<file path="src/rtl/pattern_stream_gen.sv">
// pattern_stream_gen
//   Transmit-side companion of the serial pattern detector. Accepts 2-bit
//   detection codes over a valid/ready handshake, buffers them in a small
//   FIFO and serializes each one into the bit sequence that makes the
//   detector fire. Alongside every emitted bit it presents the detector
//   output that bit must produce, so a bench compares directly.
//
//   Codes: 10 -> bits 1,1,0   01 -> bits 0,0,1   00 -> one filler bit
//          11 -> invalid: accepted, flagged in err_invalid, never queued.
//
// Ports
//   clock        single clock, all state changes on posedge
//   reset        synchronous active-high reset
//   cmd_valid    command present on cmd
//   cmd[1:0]     detection code {o0,o1}
//   cmd_ready    FIFO not full (combinational from FIFO count)
//   bit_out      serial bit, registered (IDLE_BIT when not valid)
//   bit_valid    bit_out carries a stream bit this cycle
//   expect_o     detector output required for this bit, registered
//   busy         FIFO non-empty or a pattern still has bits to show
//   err_invalid  sticky: a code 11 was accepted since reset
module pattern_stream_gen #(
  parameter int unsigned FIFO_DEPTH = 4,
  parameter logic        IDLE_BIT   = 1'b0
) (
  input  logic       clock,
  input  logic       reset,
  input  logic       cmd_valid,
  input  logic [1:0] cmd,
  output logic       cmd_ready,
  output logic       bit_out,
  output logic       bit_valid,
  output logic [1:0] expect_o,
  output logic       busy,
  output logic       err_invalid
);

  localparam int unsigned PTR_W = $clog2(FIFO_DEPTH);
  localparam int unsigned CNT_W = PTR_W + 1;

  typedef enum logic {
    S_IDLE,
    S_SHIFT
  } state_t;

  // Bits of a code, MSB emitted first. A filler only uses the MSB.
  function automatic logic [2:0] pat_bits(input logic [1:0] code);
    case (code)
      2'b10:   pat_bits = 3'b110;
      2'b01:   pat_bits = 3'b001;
      default: pat_bits = {IDLE_BIT, 2'b00};
    endcase
  endfunction

  function automatic logic [1:0] pat_len(input logic [1:0] code);
    pat_len = (code == 2'b00) ? 2'd1 : 2'd3;
  endfunction

  // Detector model: hist = {h1,h2}, h1 being the most recent bit.
  function automatic logic [1:0] det_out(input logic [1:0] hist, input logic b);
    if (hist == 2'b11 && !b)      det_out = 2'b10;
    else if (hist == 2'b00 && b)  det_out = 2'b01;
    else                          det_out = 2'b00;
  endfunction

  // Command FIFO storage
  logic [1:0] mem [FIFO_DEPTH];

  logic [PTR_W-1:0] wr_ptr_q, wr_ptr_d;
  logic [PTR_W-1:0] rd_ptr_q, rd_ptr_d;
  logic [CNT_W-1:0] count_q, count_d;

  // Serializer: shreg_q holds bits not yet presented (MSB next),
  // left_q counts them. SHIFT exactly when left_q != 0.
  state_t     state_q, state_d;
  logic [2:0] shreg_q, shreg_d;
  logic [1:0] left_q, left_d;

  logic       bit_out_q, bit_out_d;
  logic       bit_valid_q, bit_valid_d;
  logic [1:0] expect_q, expect_d;
  logic [1:0] hist_q, hist_d;
  logic       err_q, err_d;

  logic       fifo_full;
  logic       fifo_empty;
  logic       accept;
  logic       push;
  logic       pop;
  logic       emit;
  logic       emit_bit;
  logic [1:0] head;
  logic [2:0] head_bits;
  logic [1:0] head_len;

  assign fifo_full  = (count_q == CNT_W'(FIFO_DEPTH));
  assign fifo_empty = (count_q == '0);
  assign head       = mem[rd_ptr_q];
  assign head_bits  = pat_bits(head);
  assign head_len   = pat_len(head);

  assign cmd_ready  = !fifo_full;
  assign accept     = cmd_valid && cmd_ready;
  assign push       = accept && (cmd != 2'b11);

  always_comb begin
    state_d     = state_q;
    shreg_d     = shreg_q;
    left_d      = left_q;
    pop         = 1'b0;
    emit        = 1'b0;
    emit_bit    = IDLE_BIT;

    case (state_q)
      S_IDLE: begin
        if (!fifo_empty) begin
          // Pop and present the first bit in the same edge.
          pop      = 1'b1;
          emit     = 1'b1;
          emit_bit = head_bits[2];
          shreg_d  = {head_bits[1:0], 1'b0};
          left_d   = head_len - 2'd1;
          state_d  = (head_len > 2'd1) ? S_SHIFT : S_IDLE;
        end
      end
      S_SHIFT: begin
        emit     = 1'b1;
        emit_bit = shreg_q[2];
        shreg_d  = {shreg_q[1:0], 1'b0};
        left_d   = left_q - 2'd1;
        if (left_q == 2'd1) begin
          // Last bit of this pattern goes out now; stage the next command
          // so its first bit follows on the next edge without a gap.
          if (!fifo_empty) begin
            pop     = 1'b1;
            shreg_d = head_bits;
            left_d  = head_len;
            state_d = S_SHIFT;
          end else begin
            state_d = S_IDLE;
          end
        end
      end
      default: state_d = S_IDLE;
    endcase

    bit_valid_d = emit;
    bit_out_d   = emit ? emit_bit : IDLE_BIT;
    expect_d    = emit ? det_out(hist_q, emit_bit) : 2'b00;
    hist_d      = emit ? {emit_bit, hist_q[1]} : hist_q;

    wr_ptr_d = push ? wr_ptr_q + PTR_W'(1) : wr_ptr_q;
    rd_ptr_d = pop  ? rd_ptr_q + PTR_W'(1) : rd_ptr_q;
    case ({push, pop})
      2'b10:   count_d = count_q + CNT_W'(1);
      2'b01:   count_d = count_q - CNT_W'(1);
      default: count_d = count_q;
    endcase

    err_d = err_q || (accept && (cmd == 2'b11));
  end

  always_ff @(posedge clock) begin
    if (push) mem[wr_ptr_q] <= cmd;
  end

  always_ff @(posedge clock) begin
    if (reset) begin
      wr_ptr_q    <= '0;
      rd_ptr_q    <= '0;
      count_q     <= '0;
      state_q     <= S_IDLE;
      shreg_q     <= '0;
      left_q      <= '0;
      bit_out_q   <= IDLE_BIT;
      bit_valid_q <= 1'b0;
      expect_q    <= 2'b00;
      hist_q      <= 2'b10;
      err_q       <= 1'b0;
    end else begin
      wr_ptr_q    <= wr_ptr_d;
      rd_ptr_q    <= rd_ptr_d;
      count_q     <= count_d;
      state_q     <= state_d;
      shreg_q     <= shreg_d;
      left_q      <= left_d;
      bit_out_q   <= bit_out_d;
      bit_valid_q <= bit_valid_d;
      expect_q    <= expect_d;
      hist_q      <= hist_d;
      err_q       <= err_d;
    end
  end

  assign bit_out     = bit_out_q;
  assign bit_valid   = bit_valid_q;
  assign expect_o    = expect_q;
  assign err_invalid = err_q;
  // A bit still on bit_out counts as work in progress.
  assign busy        = (count_q != '0) || (left_q != 2'd0) || bit_valid_q;

endmodule

</file>
<file path="config.mk">
export PLATFORM = sky130hd
export DESIGN_NAME = pattern_stream_gen
export DESIGN_NICKNAME = d
export VERILOG_FILES = /design/src/rtl/pattern_stream_gen.sv
export SDC_FILE = /design/constraint.sdc
export NUM_CORES = 1
export LEC_CHECK = 0
export ABC_AREA = 0
export CAP_MARGIN = 10
export CORE_MARGIN = 2
export CORE_UTILIZATION = 50
export CTS_CLUSTER_SIZE = 30
export DETAILED_ROUTE_END_ITERATION = 16
export GPL_TIMING_DRIVEN = 0
export PLACE_DENSITY = 0.86
export SETUP_SLACK_MARGIN = 0.05
export SLEW_MARGIN = 20
export SYNTH_ARGS = -nofsm -noshare
export SYNTH_HDL_FRONTEND = slang
export SYNTH_SLANG_ARGS = --single-unit
</file>
<file path="constraint.sdc">
create_clock -name clock -period 2.4 [get_ports clock]
set_input_delay 0.48 -clock clock [delete_from_list [all_inputs] [get_ports clock]]
set_output_delay 0.48 -clock clock [all_outputs]
set_load 0.01 [all_outputs]
</file>
======== After elaboration in Yosys (flattened, before gate mapping) ========
Memory sizes are Yosys's and may differ from the RTL's. A register that Yosys moved wholly into a read port is not among the register bits.
Cells that the tools add are included.
storage, ports and cells
  input port bits ......................... 5
  register bits ........................... 20
  memories kept ........................... 1
  logic and storage cells ................. 77
  RAM bits ................................ 8
  output and inout port bits .............. 7
memories
  memory  depth  width  rd ports  clocked after Yosys merged registers in  wr ports  RTL line  source
  mem     4      2      1         1                                        1         67        logic [1:0] mem [FIFO_DEPTH];
operators by class
  multiplexer cells ....................... 27
  add/subtract/negate cells ............... 6
  reductions and logical operators ........ 18
  bitwise logic cells ..................... 2
  eq/ne operators ......................... 10
  order comparisons ....................... 1
operators with widths
  operator                                                                          number
  3-bit case mux with 2 select lines                                                3
  2-bit 2-to-1 mux                                                                  7
  1-bit 2-to-1 mux                                                                  9
  3-bit 2-to-1 mux                                                                  3
  2-bit == test (second input constant)                                             4
  1-bit case mux with 2 select lines                                                4
  2-bit by 1-bit == test with 1-bit output (second input constant)                  3
  1-bit logical AND                                                                 5
  2-bit by 1-bit adder with 2-bit output (second input constant)                    2
  2-bit zero test                                                                   2
  2-bit != test (second input constant)                                             2
  2-bit case mux with 2 select lines                                                1
  2-bit nonzero test                                                                2
  2-bit by 1-bit subtractor with 2-bit output (second input constant)               2
  3-bit by 1-bit adder with 3-bit output (second input constant)                    1
  3-bit == test (second input constant)                                             1
  3-bit zero test                                                                   1
  1-bit logical OR                                                                  3
  3-bit nonzero test                                                                1
  3-bit OR reduction                                                                1
  3-bit by 1-bit subtractor with 3-bit output (second input constant)               1
  2-bit by 1-bit greater-than comparator with 1-bit output (second input constant)  1
  1-bit zero test                                                                   2
  1-bit NOT                                                                         2
  2-bit OR reduction                                                                1

======== Longest topological paths before layout ========
  depth in word-level cells ............... 7
  gate-level depth with buffers ........... 11
  mapped depth without buffers ............ 10

======== Least setup slack after synthesis ========
OpenSTA, ideal clock, no wires.
  path kind ............................... flip-flop to flip-flop
  start ................................... reg count_q[2]
  end ..................................... reg count_q[2]
  setup slack ............................. 49 ps
  cell stages (with the launch flop) ...... 11
  required time ........................... 2329 ps
  buffers on the path ..................... 1
  period minus slack after synthesis ...... 2351 ps
  library setup time ...................... 71 ps
  data arrival time ....................... 2279 ps
  cell sequence ........................... dfxtp_1 or3b_4 and3_4 buf_6 inv_2 ha_1 inv_1 fa_1 xor2_1 or3_1 a21oi_1
between the ends
  longest elaborated chain between the ends .. 6
  elaborated cells between the ends (all ways) .. 14
  classes of those cells .................. add/sub: 2; eq/ne: 3; mux: 4; reduce/logical: 5
ends and longest elaborated chain
  element                                                                           RTL line  source
  from (decl)                                                                       71        logic [CNT_W-1:0] count_q, count_d;
  from (signal assigned)                                                            183       count_q <= count_d;
  3-bit == test (*)                                                                 96        assign fifo_full = (count_q == CNT_W'(FIFO_DEPTH));
  1-bit zero test (*)                                                               102       assign cmd_ready = !fifo_full;
  via cmd_ready                                                                     30        output logic cmd_ready,
  1-bit logical AND (*)                                                             103       assign accept = cmd_valid && cmd_ready;
  1-bit logical AND (*)                                                             104       assign push = accept && (cmd != 2'b11);
  2-bit by 1-bit == test with 1-bit output / 2-bit == test (equally long branches)  154       case ({push, pop})
  3-bit case mux with 2 select lines / 2-bit nonzero test (equally long branches)   n/a
Mark *: on every way through the listed nets, which the timed path passes. The rest lies on a longest branch.
A chain may end at the register's enable or synchronous reset.

======== Final worst setup path ========
  start ................................... reg count_q[2]
  end ..................................... reg count_q[2]
between the ends
  longest elaborated chain between the ends .. 6
  elaborated cells between the ends (all ways) .. 14
  classes of those cells .................. add/sub: 2; eq/ne: 3; mux: 4; reduce/logical: 5
ends and longest elaborated chain
  element                                                                           RTL line
  3-bit zero test / 3-bit == test (equally long branches)                           97, 96
  1-bit 2-to-1 mux / 1-bit zero test (equally long branches)                        116, 134, 102
  1-bit 2-to-1 mux / 1-bit logical AND (equally long branches)                      131, 103
  1-bit case mux with 2 select lines / 1-bit logical AND (equally long branches)    114, 104
  2-bit by 1-bit == test with 1-bit output / 2-bit == test (equally long branches)  154
  3-bit case mux with 2 select lines / 2-bit nonzero test (equally long branches)   n/a
Several ways; a longest one is shown, not always the timed one.

==> impl_metrics.env <==
export IMPL_run_status="finished, final reports clean"
export IMPL_dp_hpwl_mm=1.848
export IMPL_fin_skew_ps=10.66
export IMPL_clock_root_buffer="clkbuf_4"
export IMPL_p_switching_uw=802.4
export IMPL_pin_count=12
export IMPL_clk_latency_ps=330
export IMPL_syn_avg_cell_area_um2=10.97
export IMPL_worst_slew_pin_transition_ps=539.8
export IMPL_seq_area_um2=693.2
export IMPL_nFillCells=177
export IMPL_start_kind="register"
export IMPL_yosysWarnings=0
export IMPL_worstPathCellList="or3b_4, and3_4, inv_4, ha_4, inv_2, fa_2, xor2_2, or3_1, a21oi_1"
export IMPL_antenna_found_initial=0
export IMPL_synthDistinctLibCells=40
export IMPL_endpoint_kind="register"
export IMPL_swShare=0.3775
export IMPL_path_class="reg -> reg"
export IMPL_hold_slack_ps=486.9
export IMPL_period_needed_ps=2332
export IMPL_path_delay_family="simple AND/OR/NAND/NOR gates"
export IMPL_cts_clk_slew_worst_paths_ps=90
export IMPL_maxCapViolCount=0
export IMPL_postCtsHoldBufs=0
export IMPL_cp_num_cells=9
export IMPL_drive_above_1_share=0.2763
export IMPL_cts_buffer_depth=2
export IMPL_overflow=0
export IMPL_slew_headroom=0.6401
export IMPL_cp_required_ps=2650
export IMPL_dieArea_um2=3108
export IMPL_drt_pre_antenna_iters=4
export IMPL_grt_max_degree=11
export IMPL_leakage_uw=0.0006687
export IMPL_syn_nets=135
export IMPL_cp_num_buf_inv=2
export IMPL_nNetsFinal=164
export IMPL_worst_ep_arrival_time_ps=2580
export IMPL_die_x_um=55.75
export IMPL_slew_violations=0
export IMPL_numCtsBuffers=5
export IMPL_finalWeightedCongestion=0.7946
export IMPL_initial_core_util=0.5355
export IMPL_portBuffers=11
export IMPL_multi_input_area_um2=653.1
export IMPL_fmax_ghz=0.4288
export IMPL_drt_first_iter_violations=37
export IMPL_pwr_share_seq=0.357
export IMPL_grt_first_pass_wirelength_mm=4.471
export IMPL_ir_drop_uv=977.0
export IMPL_hold_depth=1
export IMPL_grt_setup_unrepaired="true"
export IMPL_drt_wl_total_mm=2.994
export IMPL_cts_sinks=30
export IMPL_hold_violations=0
export IMPL_rr_worst_depth=9
export IMPL_hp_class="reg -> reg"
export IMPL_cpPeakStageDelay_ps=380
export IMPL_drc_errors=0
export IMPL_n_antenna_cell=0
export IMPL_crit_fanout=5
export IMPL_htreeDepth=2
export IMPL_coreArea_um2=2500
export IMPL_finalSetupViolCount=0
export IMPL_fin_crit_sh=0.9717
export IMPL_p_per_area_nw_per_um2=1254
export IMPL_cts_tree="done"
export IMPL_fin_total_pwr_uw=2125
export IMPL_critPathSlowestCell="or3b_4"
export IMPL_syn2layout_area_growth_pct=26.64
export IMPL_grt_total_usage=0.1917
export IMPL_pwr_share_clk=0.151
export IMPL_ant_nets=0
export IMPL_num_rows=18
export IMPL_pwr_share_comb=0.492
export IMPL_wl_per_cell_um=16.45
export IMPL_ys_ff_latch=30
export IMPL_num_vias=1012
export IMPL_die_y_um=55.75
export IMPL_seq_area_frac_synth=0.5084
export IMPL_p_int_uw=1323
export IMPL_drt_vias_per_instance=5.560
export IMPL_syn_inst=122
export IMPL_syn_area_um2=1339
export IMPL_grt_pass1_vias=1039
==> logic make-up (layout without fill, tap and decap cells) <==
group / count (synthesis) / in the layout / synth area share
AND/OR/NAND/NOR: 44 / 44 / 0.1804
XOR/XNOR: 5 / 5 / 0.03272
flip-flops: 30 / 30 / 0.5084
adder cells (fa/ha/maj): 8 / 8 / 0.08037
buffers and inverters: 13 / 43 / 0.04205
AO/OA/AOI/OAI: 19 / 19 / 0.1149
multiplexers: 3 / 3 / 0.04112
==> synthesized netlist by cell type (all sizes together) <==
library cell | n | share of area
and3 | 1 | 0.0084
or2 | 1 | 0.0047
and4bb | 1 | 0.0093
xnor2 | 2 | 0.013
and4 | 1 | 0.0065
a22oi | 3 | 0.027
ha | 7 | 0.065
dfxtp | 22 | 0.33
o31ai | 1 | 0.0093
mux4 | 2 | 0.034
a211oi | 2 | 0.019
inv | 8 | 0.022
buf | 1 | 0.0084
nor2b | 1 | 0.010
clkbuf | 4 | 0.011
nor3b | 1 | 0.0056
nor3 | 1 | 0.0037
nor2 | 15 | 0.044
edfxtp | 8 | 0.18
fa | 1 | 0.015
a41oi | 1 | 0.0065
and2 | 5 | 0.023
o21ai | 2 | 0.0075
nand3 | 1 | 0.0037
nand3b | 1 | 0.0056
mux2i | 1 | 0.0075
or3b | 1 | 0.0084
a21oi | 8 | 0.033
nand2b | 1 | 0.0047
nor4 | 1 | 0.0047
or3 | 2 | 0.0093
a2bb2oi | 1 | 0.0065
nand2 | 10 | 0.028
a32oi | 1 | 0.0065
xor2 | 3 | 0.020
==> power by group through the flow <==
| stage | combinational [µW] | sequential (µW) | clock [µW] |
|---|---|---|---|
| 2_1_floorplan | 591 | 743 | 0 |
| 3_3_place_gp | 749 | 748 | 0 |
| 3_5_place_dp | 794 | 763 | 0 |
| 4_1_cts | 842 | 760 | 318 |
| 5_1_grt | 1150 | 775 | 345 |
| 6_report | 1050 | 759 | 321 |
==> layout by cell type (no fill, tap or decap), types with 2 or more instances in the layout <==
cell / count
clkbuf_4: 5
nand2_1: 10
ha_4: 2
clkbuf_1: 5
dfxtp_1: 18
inv_1: 6
nor2_1: 14
xor2_1: 2
edfxtp_1: 8
a211oi_2: 2
xnor2_1: 2
a21oi_1: 7
ha_1: 5
dfxtp_4: 3
clkdlybuf4s50_1: 9
buf_4: 13
and2_1: 5
mux4_2: 2
a22oi_1: 2
==> through the flow <==
stage	instance area [µm²]	TNS, ps	util	cells	worst slack, ps
floorplan	1340	0	-	122	62.93
global placement	1488	-429.9	0.5951	163	-327.1
detailed placement	1488	-576.8	0.5951	163	-420.9
CTS	1574	0	0.6296	171	65.04
global route	1695	-24.49	0.6782	182	-24.49
finish	1695	0	0.6782	182	67.90
==> path summary, 6_finish.rpt <==
check	end	slack [ps]	startpoint
worst max register to register	count_q[2]$_SDFFE_PP0P_	70	count_q[2]$_SDFFE_PP0P_
worst min register to register	expect_o[0]$_SDFF_PP0_	490	hist_q[0]$_SDFFE_PP0N_
worst min-delay path	expect_o[0]$_SDFF_PP0_	490	hist_q[0]$_SDFFE_PP0N_
worst max-delay path	count_q[2]$_SDFFE_PP0P_	70	count_q[2]$_SDFFE_PP0P_
==> cell type report <==
class / instances / share of cell area
clock buffer: 8 / 0.03469
multi-input combinational: 79 / 0.3852
timing repair buffer: 23 / 0.1188
buffer: 4 / 0.01107
inverter: 8 / 0.01919
tap: 30 / 0.02214
sequential: 30 / 0.4089
==> sequential cells by signal, summed over array words and instances, names as in the netlist, 2 cells and up, named ones only <==
signal	flops
rd_ptr_q	2
hist_q	2
mem	8
count_q	3
left_q	2
shreg_q	3
expect_o	2
wr_ptr_q	2
==> metal layers <==
metal / global-route usage / vias up / part of all wire
met5: 0 / - / 0
met4: 0.1150 / 0 / 0.029
met3: 0.06977 / 9 / 0.067
met2: 0.3350 / 39 / 0.54
met1: 0.1931 / 483 / 0.37
li1: - / 481 / -
==> worst reg2reg max path, stage by stage, from the launching register on <==
cell and delay, ps:
dfxtp_4 370, or3b_4 380, and3_4 200, inv_4 60
ha_4 140, inv_2 40, fa_2 370, xor2_2 190
or3_1 370, a21oi_1 140
==> timing repair <==
| action | CTS | global route |
|---|---|---|
| cloned | 0 | 0 |
| pin swaps | 1 | 7 |
| endpoints found under the hold margin | 0 | 0 |
| buffers inserted | 0 | 12 |
| gates resized for setup | 10 | 12 |
| setup endpoints to repair | 2 | 1 |
Note: power is estimated with default switching activity, not from simulation.
